File: config.mk
export PLATFORM = sky130hd
export DESIGN_NAME = exe_stage_mc
export DESIGN_NICKNAME = d
export VERILOG_FILES = /design/src/rtl/exe_pkg.sv /design/src/rtl/exe_mul_unit.sv /design/src/rtl/exe_stage_mc.sv
export SDC_FILE = /design/constraint.sdc
export NUM_CORES = 2
export LEC_CHECK = 0
export ABC_AREA = 1
export BUFFER_PORTS_ARGS = -buffer_cell sky130_fd_sc_hd__buf_2
export CORE_ASPECT_RATIO = 1.1
export CORE_MARGIN = 1
export CORE_UTILIZATION = 40
export CTS_CLUSTER_DIAMETER = 40
export DETAILED_ROUTE_END_ITERATION = 8
export PLACE_DENSITY = 0.55
export SLEW_MARGIN = 40
export SYNTH_ARGS = -nofsm -noshare
export SYNTH_HDL_FRONTEND = slang
export SYNTH_SLANG_ARGS = --single-unit
File: constraint.sdc
create_clock -name clk -period 9.1 [get_ports clk]
set_input_delay 1.82 -clock clk [delete_from_list [all_inputs] [get_ports clk]]
set_output_delay 1.82 -clock clk [all_outputs]
set_load 0.02 [all_outputs]
File: src/rtl/exe_pkg.sv
// rtl/exe_pkg.sv - shared types and field positions for the multi-cycle execute stage
package exe_pkg;

    typedef enum logic [2:0] {
        ALU_ADD  = 3'd0,
        ALU_OR   = 3'd1,
        ALU_MUL  = 3'd2,
        ALU_PASS = 3'd3,
        ALU_SUB  = 3'd4,
        ALU_AND  = 3'd5,
        ALU_XOR  = 3'd6,
        ALU_SLT  = 3'd7
    } alu_op_e;

    localparam int CTRL_MEM_MSB = 5;
    localparam int CTRL_MEM_LSB = 3;
    localparam int CTRL_ALU_MSB = 2;

    typedef enum logic [1:0] {
        IDLE = 2'd0,
        BUSY = 2'd1,
        WAIT = 2'd2
    } state_e;

    typedef enum logic [1:0] {
        FWD_REG    = 2'd0,
        FWD_MEM    = 2'd1,
        FWD_WB     = 2'd2,
        FWD_WB_DEC = 2'd3
    } fwd_sel_e;

endpackage

File: src/rtl/exe_mul_unit.sv
// rtl/exe_mul_unit.sv - operand latch plus pipelined multiplier with a done pulse
module exe_mul_unit
    import exe_pkg::*;
#(
    parameter int DATA_W  = 32,
    parameter int MUL_LAT = 3
) (
    input  logic              clk,
    input  logic              rst_n,
    input  logic              start_i,
    input  logic [DATA_W-1:0] a_i,
    input  logic [DATA_W-1:0] b_i,
    output logic [DATA_W-1:0] product_o,
    output logic              done_o
);

    logic [DATA_W-1:0] a_q;
    logic [DATA_W-1:0] b_q;
    logic              v_op_q;

    always_ff @(posedge clk or negedge rst_n) begin
        if (!rst_n) begin
            a_q    <= '0;
            b_q    <= '0;
            v_op_q <= 1'b0;
        end else begin
            v_op_q <= start_i;
            if (start_i) begin
                a_q <= a_i;
                b_q <= b_i;
            end
        end
    end

    // Each stage holds its value once the token passes, so the final product
    // stays stable while the parent waits for the output register to free up.
    if (MUL_LAT > 2) begin : g_pipe
        localparam int NSTG = MUL_LAT - 2;
        logic [DATA_W-1:0] prod_q [NSTG];
        logic [NSTG-1:0]   v_q;

        always_ff @(posedge clk or negedge rst_n) begin
            if (!rst_n) begin
                for (int i = 0; i < NSTG; i++) begin
                    prod_q[i] <= '0;
                end
                v_q <= '0;
            end else begin
                v_q[0] <= v_op_q;
                if (v_op_q) begin
                    prod_q[0] <= a_q * b_q;
                end
                for (int i = 1; i < NSTG; i++) begin
                    v_q[i] <= v_q[i-1];
                    if (v_q[i-1]) begin
                        prod_q[i] <= prod_q[i-1];
                    end
                end
            end
        end

        assign product_o = prod_q[NSTG-1];
        assign done_o    = v_q[NSTG-1];
    end else begin : g_comb
        assign product_o = a_q * b_q;
        assign done_o    = v_op_q;
    end

endmodule

File: src/rtl/exe_stage_mc.sv
// rtl/exe_stage_mc.sv - execute stage with handshakes and multi-cycle multiply; EXE_OVF_FLAG_EN enables the overflow flag
module exe_stage_mc
    import exe_pkg::*;
#(
    parameter int DATA_W     = 32,
    parameter int REG_ADDR_W = 5,
    parameter int MUL_LAT    = 3
) (
    input  logic                  clk,
    input  logic                  rst_n,
    input  logic                  dec_exe_valid,
    output logic                  exe_dec_ready,
    input  logic [5:0]            dec_exe_ctrl_sgs,
    input  logic [2*DATA_W-1:0]   dec_exe_reg_data,
    input  logic [DATA_W-1:0]     dec_exe_mem_wr_data,
    input  logic [REG_ADDR_W-1:0] dec_exe_reg_wr_add,
    input  logic [DATA_W-1:0]     mem_exe_reslt_data,
    input  logic [DATA_W-1:0]     wb_exe_reslt_data,
    input  logic [DATA_W-1:0]     wb_dec_exe_reslt_data,
    input  logic [1:0]            mux1_hctr,
    input  logic [1:0]            mux2_hctr,
    input  logic                  mem_exe_ready,
    output logic                  exe_mem_valid,
    output logic [DATA_W-1:0]     exe_mem_reslt_data_out,
    output logic [DATA_W-1:0]     exe_mem_wr_data,
    output logic [REG_ADDR_W-1:0] exe_mem_reg_wr_add,
    output logic [2:0]            exe_mem_ctrl_sgs,
    output logic                  exe_mem_ovf,
    output logic [DATA_W-1:0]     exe_dec_reslt_data,
    output logic [REG_ADDR_W-1:0] exe_hctrl_reg_wr_add_st,
    output logic                  exe_busy
);

    localparam bit MUL_MC = (MUL_LAT > 1);
    localparam int CNT_W  = (MUL_LAT > 2) ? $clog2(MUL_LAT) : 1;
    localparam logic [CNT_W-1:0] CNT_LAST = CNT_W'(MUL_LAT - 1);

    logic [DATA_W-1:0]     data1_reg, data2_reg, op1, op2, alu_res, mul_prod;
    alu_op_e               alu_op;
    logic                  is_mul_mc, accept, out_free, mul_done, ovf_c;
    logic                  load_alu, load_mul;

    state_e                state_q;
    logic [CNT_W-1:0]      cnt_q;
    logic                  valid_q, ovf_q;
    logic [DATA_W-1:0]     res_q, wr_q, lat_wr_q;
    logic [REG_ADDR_W-1:0] addr_q, lat_addr_q;
    logic [2:0]            ctrl_q, lat_ctrl_q;

    assign data1_reg = dec_exe_reg_data[2*DATA_W-1:DATA_W];
    assign data2_reg = dec_exe_reg_data[DATA_W-1:0];
    assign alu_op    = alu_op_e'(dec_exe_ctrl_sgs[CTRL_ALU_MSB:0]);

    always_comb begin
        op1 = data1_reg;
        unique case (fwd_sel_e'(mux1_hctr))
            FWD_REG: op1 = data1_reg;
            FWD_MEM: op1 = mem_exe_reslt_data;
            FWD_WB:  op1 = wb_exe_reslt_data;
            default: op1 = wb_dec_exe_reslt_data;
        endcase
    end

    always_comb begin
        op2 = data2_reg;
        unique case (fwd_sel_e'(mux2_hctr))
            FWD_REG: op2 = data2_reg;
            FWD_MEM: op2 = mem_exe_reslt_data;
            FWD_WB:  op2 = wb_exe_reslt_data;
            default: op2 = wb_dec_exe_reslt_data;
        endcase
    end

    always_comb begin
        alu_res = '0;
        unique case (alu_op)
            ALU_ADD:  alu_res = op1 + op2;
            ALU_OR:   alu_res = op1 | op2;
            ALU_MUL:  alu_res = MUL_MC ? '0 : op1 * op2;
            ALU_PASS: alu_res = op2;
            ALU_SUB:  alu_res = op1 - op2;
            ALU_AND:  alu_res = op1 & op2;
            ALU_XOR:  alu_res = op1 ^ op2;
            default:  alu_res = {{(DATA_W-1){1'b0}}, ($signed(op1) < $signed(op2))};
        endcase
    end

`ifdef EXE_OVF_FLAG_EN
    always_comb begin
        ovf_c = 1'b0;
        if (alu_op == ALU_ADD) begin
            ovf_c = (op1[DATA_W-1] == op2[DATA_W-1]) && (alu_res[DATA_W-1] != op1[DATA_W-1]);
        end else if (alu_op == ALU_SUB) begin
            ovf_c = (op1[DATA_W-1] != op2[DATA_W-1]) && (alu_res[DATA_W-1] != op1[DATA_W-1]);
        end
    end
`else
    assign ovf_c = 1'b0;
`endif

    assign out_free  = !valid_q || mem_exe_ready;
    assign is_mul_mc = MUL_MC && (alu_op == ALU_MUL);
    assign accept    = dec_exe_valid && exe_dec_ready;
    assign load_alu  = accept && !is_mul_mc;
    assign load_mul  = out_free && ((state_q == BUSY && cnt_q == CNT_LAST && mul_done) ||
                                    (state_q == WAIT));

    exe_mul_unit #(
        .DATA_W  (DATA_W),
        .MUL_LAT (MUL_LAT)
    ) u_mul (
        .clk       (clk),
        .rst_n     (rst_n),
        .start_i   (accept && is_mul_mc),
        .a_i       (op1),
        .b_i       (op2),
        .product_o (mul_prod),
        .done_o    (mul_done)
    );

    always_ff @(posedge clk or negedge rst_n) begin
        if (!rst_n) begin
            state_q    <= IDLE;
            cnt_q      <= '0;
            valid_q    <= 1'b0;
            res_q      <= '0;
            wr_q       <= '0;
            addr_q     <= '0;
            ctrl_q     <= '0;
            ovf_q      <= 1'b0;
            lat_wr_q   <= '0;
            lat_addr_q <= '0;
            lat_ctrl_q <= '0;
        end else begin
            // Drain and load can coincide; a load simply wins over the clear.
            if (load_alu) begin
                valid_q <= 1'b1;
                res_q   <= alu_res;
                wr_q    <= dec_exe_mem_wr_data;
                addr_q  <= dec_exe_reg_wr_add;
                ctrl_q  <= dec_exe_ctrl_sgs[CTRL_MEM_MSB:CTRL_MEM_LSB];
                ovf_q   <= ovf_c;
            end else if (load_mul) begin
                valid_q <= 1'b1;
                res_q   <= mul_prod;
                wr_q    <= lat_wr_q;
                addr_q  <= lat_addr_q;
                ctrl_q  <= lat_ctrl_q;
                ovf_q   <= 1'b0;
            end else if (valid_q && mem_exe_ready) begin
                valid_q <= 1'b0;
            end

            unique case (state_q)
                IDLE: begin
                    if (accept && is_mul_mc) begin
                        state_q    <= BUSY;
                        cnt_q      <= CNT_W'(1);
                        lat_wr_q   <= dec_exe_mem_wr_data;
                        lat_addr_q <= dec_exe_reg_wr_add;
                        lat_ctrl_q <= dec_exe_ctrl_sgs[CTRL_MEM_MSB:CTRL_MEM_LSB];
                    end
                end
                BUSY: begin
                    cnt_q <= cnt_q + 1'b1;
                    if (cnt_q == CNT_LAST && mul_done) begin
                        if (out_free) begin
                            state_q <= IDLE;
                            cnt_q   <= '0;
                        end else begin
                            state_q <= WAIT;
                        end
                    end
                end
                WAIT: begin
                    if (out_free) begin
                        state_q <= IDLE;
                        cnt_q   <= '0;
                    end
                end
                default: state_q <= IDLE;
            endcase
        end
    end

    assign exe_dec_ready           = (state_q == IDLE) && out_free;
    assign exe_busy                = (state_q != IDLE);
    assign exe_hctrl_reg_wr_add_st = (state_q == IDLE) ? dec_exe_reg_wr_add : lat_addr_q;
    assign exe_dec_reslt_data      = alu_res;
    assign exe_mem_valid           = valid_q;
    assign exe_mem_reslt_data_out  = res_q;
    assign exe_mem_wr_data         = wr_q;
    assign exe_mem_reg_wr_add      = addr_q;
    assign exe_mem_ctrl_sgs        = ctrl_q;
    assign exe_mem_ovf             = ovf_q;

endmodule

# Word-level counts from Yosys, hierarchy flattened
# Index checks and enable logic that the tools add are counted.
dict set report word_totals {
  register_bits 216
  in_bits 211
  wordCells 89
}
dict set report op_classes {
  n_addsub 3
  multipliers 1
  order_cmp 1
  eq_ne 16
  mux 25
  bitwise_logic 3
  reduce_logical 24
}
# cell n
set ops {}
lappend ops {{32-bit one-hot mux with 7 select lines} 1}
lappend ops {{32-bit one-hot mux with 3 select lines} 2}
lappend ops {{32-bit 2-to-1 mux} 4}
lappend ops {{32-bit adder} 1}
lappend ops {{32-bit bitwise AND} 1}
lappend ops {{32-bit < comparator} 1}
lappend ops {{32-bit by 32-bit multiplier with 32-bit output} 1}
lappend ops {{32-bit bitwise OR} 1}
lappend ops {{32-bit subtractor} 1}
lappend ops {{32-bit bitwise XOR} 1}
lappend ops {{5-bit 2-to-1 mux} 3}
lappend ops {{2-bit 2-to-1 mux} 6}
lappend ops {{2-bit one-hot mux with 3 select lines} 2}
lappend ops {{3-bit equality test (second input constant)} 3}
lappend ops {{1-bit logical AND} 9}
lappend ops {{2-bit equality test (second input constant)} 4}
lappend ops {{2-bit by 1-bit equality test with 1-bit output (second input constant)} 3}
lappend ops {{3-bit by 2-bit equality test with 1-bit output (second input constant)} 2}
lappend ops {{2-bit logical NOT} 3}
lappend ops {{3-bit 2-to-1 mux} 2}
lappend ops {{3-bit AND reduction} 2}
lappend ops {{3-bit nonzero test} 2}
lappend ops {{1-bit 2-to-1 mux} 5}
lappend ops {{2-bit by 1-bit inequality test with 1-bit output (second input constant)} 2}
lappend ops {{8 further kinds} 11}

# Longest topological paths before layout
dict set report logic_depth {
  depth_word 7
  depth_mapped 33
  mapped_depth_nobuf 31
}

# By module
# A second synthesis with hierarchy kept.
dict set report hier_totals {
  cells_unflattened 4989
  hier_area_um2 34142.7
}
# module instances cells_per_inst area_per_inst_um2 seq_area_each_um2
set modules_own_cells {}
lappend modules_own_cells {exe_mul_unit 1 2602 20579.7 2452.4}
lappend modules_own_cells {exe_stage_mc 1 2387 13563.0 2927.8}

# Worst setup path before layout
# Ideal clock, no wire load.
dict set report synth_timing {
  path_type {register -> register}
  start {register u_mul.a_q[13]}
  end {register u_mul.g_pipe.prod_q (netlist bit u_mul.product_o[29])}
  setup_time_ns 0.133
  t_arrival_ns 6.305
  t_required_ns 8.967
  path_slack_ns 2.662
  stages_incl_launch_ff 24
  n_path_buf 2
  cell_sequence {dfrtp_1 clkbuf_1 clkbuf_1 nand2_1 fa_1 fa_1 fa_1 inv_1 fa_1 inv_1 fa_1 inv_1 fa_1 fa_1 fa_1 ha_1 nand2_1 nor4_1 nand4_1 nand3_1 a21o_1 nand2_1 nand3_1 o21ai_0}
}
dict set report synth_between {
  elab_chain_cells 1
}
# element line_no
set synth_rtl {}
lappend synth_rtl {{start: declaration} exe_mul_unit.sv:17} ;# logic [DATA_W-1:0] a_q;
lappend synth_rtl {{start signal: assignment} exe_mul_unit.sv:29} ;# a_q <= a_i;
lappend synth_rtl {{32-bit by 32-bit multiplier with 32-bit output} exe_mul_unit.sv:51} ;# prod_q[0] <= a_q * b_q;
lappend synth_rtl {{end signal: indexed assignment} exe_mul_unit.sv:56} ;# prod_q[i] <= prod_q[i-1];
lappend synth_rtl {{end: declaration} exe_mul_unit.sv:39} ;# logic [DATA_W-1:0] prod_q [NSTG];
# Every way passes these cells.
# A chain may end at the register's enable or synchronous reset.

# Final worst setup path
dict set report layout_timing {
  start {input port mux1_hctr[0]}
  end {output port exe_dec_reslt_data[18]}
}
dict set report layout_between {
  elab_chain_cells 4
}
# element line_no
set layout_rtl {}
lappend layout_rtl {{start: declaration} exe_stage_mc.sv:20} ;# input logic [1:0] mux1_hctr,
lappend layout_rtl {{2-bit equality test (tied with other cells)} exe_stage_mc.sv:56} ;# unique case (fwd_sel_e'(mux1_hctr))
lappend layout_rtl {{32-bit one-hot mux with 3 select lines *} exe_stage_mc.sv:56}
lappend layout_rtl {{via op1[12]} exe_stage_mc.sv:38} ;# logic [DATA_W-1:0] data1_reg, data2_reg, op1, op2, alu_res, mul_prod;
lappend layout_rtl {{32-bit subtractor / 32-bit adder (equally long branches)} {exe_stage_mc.sv:81, exe_stage_mc.sv:77}}
lappend layout_rtl {{32-bit one-hot mux with 7 select lines *} exe_stage_mc.sv:76} ;# unique case (alu_op)
lappend layout_rtl {{end: declaration} exe_stage_mc.sv:29} ;# output logic [DATA_W-1:0] exe_dec_reslt_data,
# Mark *: on every way through the listed nets, which the timed path passes. The rest lies on a longest branch.

==> metrics.csv <==
metric;value;unit
timing.critical_path.to_type;output pin;
report.final.slew_viol_count;0;
cts.sink_count;215;
die_w;275.1;µm
synth_nets;5500;
detailed_place_hpwl;102400;µm
starting_density_of_the_core;40.63;%
final_design_utilization;45.28;%
cp.arrival;6.16;ns
setup.worst_path.class;in2out;
postCtsResizedCells;0;
maxCapViolations;0;
synth_area_per_cell;7.046;µm²
synth_largest_type_area_fraction;25.02;%
clock-skew-final;0.02625;ns
hp-class;reg2reg;
drc;0;
most_common_cell_in_the_synthesized_netlist;sky130_fd_sc_hd__nand2_1;
final_design_instance_area_without_fill;0.03656;mm²
die_area;0.08316;mm²
synth_area_leader_cell;sky130_fd_sc_hd__fa_1;
depth_of_the_cts_h_tree;2;
finalWirelength;125300;µm
cts_hold_buffers;0;
detailedPlace.worstSlack;1.241;ns
synth_sequential_area_ratio;16.40;%
dr.pass1.iters;6;
wire_length_of_the_first_global_routing_pass;191300;µm
grt_pass1_vias;31250;
worst_pin_slew;0.9428;ns
clock_insertion_delay_worst_skew;0.55;ns
netlist-cell-type-count;59;
numPortBuffers;322;
report.final.hold_viol_count;0;
detailroute.via_count;30620;
inserted_clock_buffers;35;
final_antenna_net_count;0;
floorplan.die.height;302.4;µm
dominant_register_cell_in_the_synthesized_netlist;sky130_fd_sc_hd__dfrtp_1;
placedInstanceArea;0.03532;mm²
rsz0062_at_grt;false;
routabilityCongestion;0.9915;
crit_required;7.28;ns
cts_setup_buffers;0;
std_cell_rows;109;
grt.total_usage;30.67;%
type_of_element_launching_the_critical_path;input port;
synth_seq_cells;215;
run_status;finished clean;
report.final.setup_viol;0;
fin_setup_tns;0;ns
drt-initial-drc-count;2351;
clk_pin_slew_worst_setup_hold_paths;0.06;ns
critical_path_peak_fanout;35;
worst_slew_margin_rel;37.15;%
drt-vias-per-instance;5.163;
core;0.08074;mm²
grt_antenna_before_repair;6;
wl_per_cell;21.12;µm
layout_filler_cell_count;8640;
globalRouteOverflowTotal;0;
synth_edf_count;0;
final_nets;5691;
largest_net_degree_at_the_start_of_global_routing;120;
postLayoutSetupSlackWorst;1.123;ns
fmax;125.4;MHz
yosys_warning_total;0;
ys_top_cells_by_area;sky130_fd_sc_hd__fa_1 (25%), sky130_fd_sc_hd__dfrtp_1 (16%), sky130_fd_sc_hd__nand2_1 (16%), sky130_fd_sc_hd__inv_1 (11%), sky130_fd_sc_hd__ha_1 (8.5%);
synthesized_instance_count;4656;
clk_path_buf_depth;3;
boundaryPins;324;
final_layout_size_suffix_gt1_share;11.28;%
tritoncts;yes;
synthesis.area;0.03281;mm²
finalCriticalPeriod;7.977;ns
postSynth.asyncResetShare;100.0;%
post_synth_most_frequent_cells;sky130_fd_sc_hd__nand2_1 (1425), sky130_fd_sc_hd__inv_1 (983), sky130_fd_sc_hd__fa_1 (410), sky130_fd_sc_hd__o21ai_0 (274), sky130_fd_sc_hd__ha_1 (223);
post-route-period-util;87.66;%
area_delta_synth_final;11.44;%
ctsRootBufferMaster;sky130_fd_sc_hd__clkbuf_16;
-- cells by family after synthesis --
family                   count (synthesis)  share of synthesized area [%]
other                                    1                        0.01143
flip-flops                             215                          16.40
buffers and inverters                 1246                          14.67
AO/OA/AOI/OAI                          626                          10.97
adder cells (fa/ha/maj)                633                          33.53
XOR/XNOR                                38                          1.015
AND/OR/NAND/NOR                       1897                          23.41
-- path summary, 6_finish.rpt --
kind,start,to,slack (ns),cells after the start
worst max-delay path,mux1_hctr[0],exe_dec_reslt_data[18],1.12,18
worst min-delay path,lat_ctrl_q[2],lat_ctrl_q[2],0.47,2
worst max register to register,u_mul.b_q[8],u_mul.product_o[31],1.85,25
worst min register to register,lat_ctrl_q[2],lat_ctrl_q[2],0.47,2
max in group asynchronous,rst_n,u_mul.b_q[17],6.68,4
min in group asynchronous,rst_n,state_q[0],1.15,1
-- cell type report --
type,count,area [µm²],area share (%)
sequential,215,5386,14.73
clock buffer,41,928.4,2.540
timing repair buffer,394,2218,6.068
clock inverter,23,250.2,0.6845
antenna,3,7.507,0.02054
tap,1054,1319,3.607
inverter,1006,3780,10.34
multi-input combinational,3195,22670,62.01
-- registers in the layout (all words and copies together) (netlist names) --
| name | flops |
|---|---|
| u_mul.product_o | 32 |
| exe_mem_reg_wr_add | 5 |
| exe_mem_wr_data | 32 |
| lat_addr_q | 5 |
| exe_mem_ctrl_sgs | 3 |
| lat_ctrl_q | 3 |
| u_mul.v_op_q | 1 |
| exe_mem_valid | 1 |
| cnt_q | 2 |
| state_q | 2 |
| u_mul.a_q | 32 |
| lat_wr_q | 32 |
| u_mul.done_o | 1 |
| u_mul.b_q | 32 |
| exe_mem_reslt_data_out | 32 |
-- per-stage QoR --
step	hold WS [ns]	std cells
6_report	0.4710	5931
5_1_grt	0.4882	5931
4_1_cts	0.4728	5926
3_5_place_dp	0.4583	5862
3_3_place_gp	0.4543	5862
2_1_floorplan	0.3519	4656
-- layout by cell type (no fill, tap or decap), types with 6 or more instances in the layout --
cell and n:
sky130_fd_sc_hd__nand4_1 29, sky130_fd_sc_hd__o21ai_2 19, sky130_fd_sc_hd__fa_1 410, sky130_fd_sc_hd__inv_1 982, sky130_fd_sc_hd__o21bai_1 17, sky130_fd_sc_hd__nand3b_1 19, sky130_fd_sc_hd__buf_2 321, sky130_fd_sc_hd__xor2_1 20
sky130_fd_sc_hd__nand2_1 1424, sky130_fd_sc_hd__xnor2_1 18, sky130_fd_sc_hd__buf_4 66, sky130_fd_sc_hd__o21ai_1 42, sky130_fd_sc_hd__o21a_1 17, sky130_fd_sc_hd__o211ai_1 9, sky130_fd_sc_hd__nor2_1 152, sky130_fd_sc_hd__a221oi_1 8
sky130_fd_sc_hd__nand3_2 7, sky130_fd_sc_hd__nor2_2 8, sky130_fd_sc_hd__ha_1 223, sky130_fd_sc_hd__dfrtp_1 210, sky130_fd_sc_hd__nand3_1 222, sky130_fd_sc_hd__a21oi_1 168, sky130_fd_sc_hd__o2111ai_1 23, sky130_fd_sc_hd__nand2_2 7
sky130_fd_sc_hd__clkbuf_16 35, sky130_fd_sc_hd__o21ai_0 274, sky130_fd_sc_hd__inv_2 22, sky130_fd_sc_hd__nor3_1 9, sky130_fd_sc_hd__a21oi_2 6
-- metal layers --
metal  vias up  share of wire, %  track usage (%)
li1      14450                 -                -
met1     14930                41            38.89
met2       953                49            51.84
met3       288               4.1            2.675
met4         0               5.9            16.29
met5         -                 0                0
-- critical path, stage by stage --
cell and delay [ns]:
sky130_fd_sc_hd__buf_2 0.51, sky130_fd_sc_hd__nand2_1 0.11, sky130_fd_sc_hd__buf_4 0.22, sky130_fd_sc_hd__inv_1 0.53, sky130_fd_sc_hd__nand2_1 0.10, sky130_fd_sc_hd__nand3_1 0.29, sky130_fd_sc_hd__inv_1 0.15, sky130_fd_sc_hd__ha_1 0.58
sky130_fd_sc_hd__nand2_1 0.15, sky130_fd_sc_hd__nor2_2 0.28, sky130_fd_sc_hd__nand4_1 0.20, sky130_fd_sc_hd__o21ai_2 0.34, sky130_fd_sc_hd__nand2_1 0.09, sky130_fd_sc_hd__nand2_1 0.10, sky130_fd_sc_hd__a21oi_1 0.07, sky130_fd_sc_hd__o21ai_0 0.14
sky130_fd_sc_hd__nand3_1 0.22, sky130_fd_sc_hd__buf_2 0.22
Power is left out: the tool's default activity adds up to more than one toggle a clock period on the data nets, which glitch-free logic cannot reach.
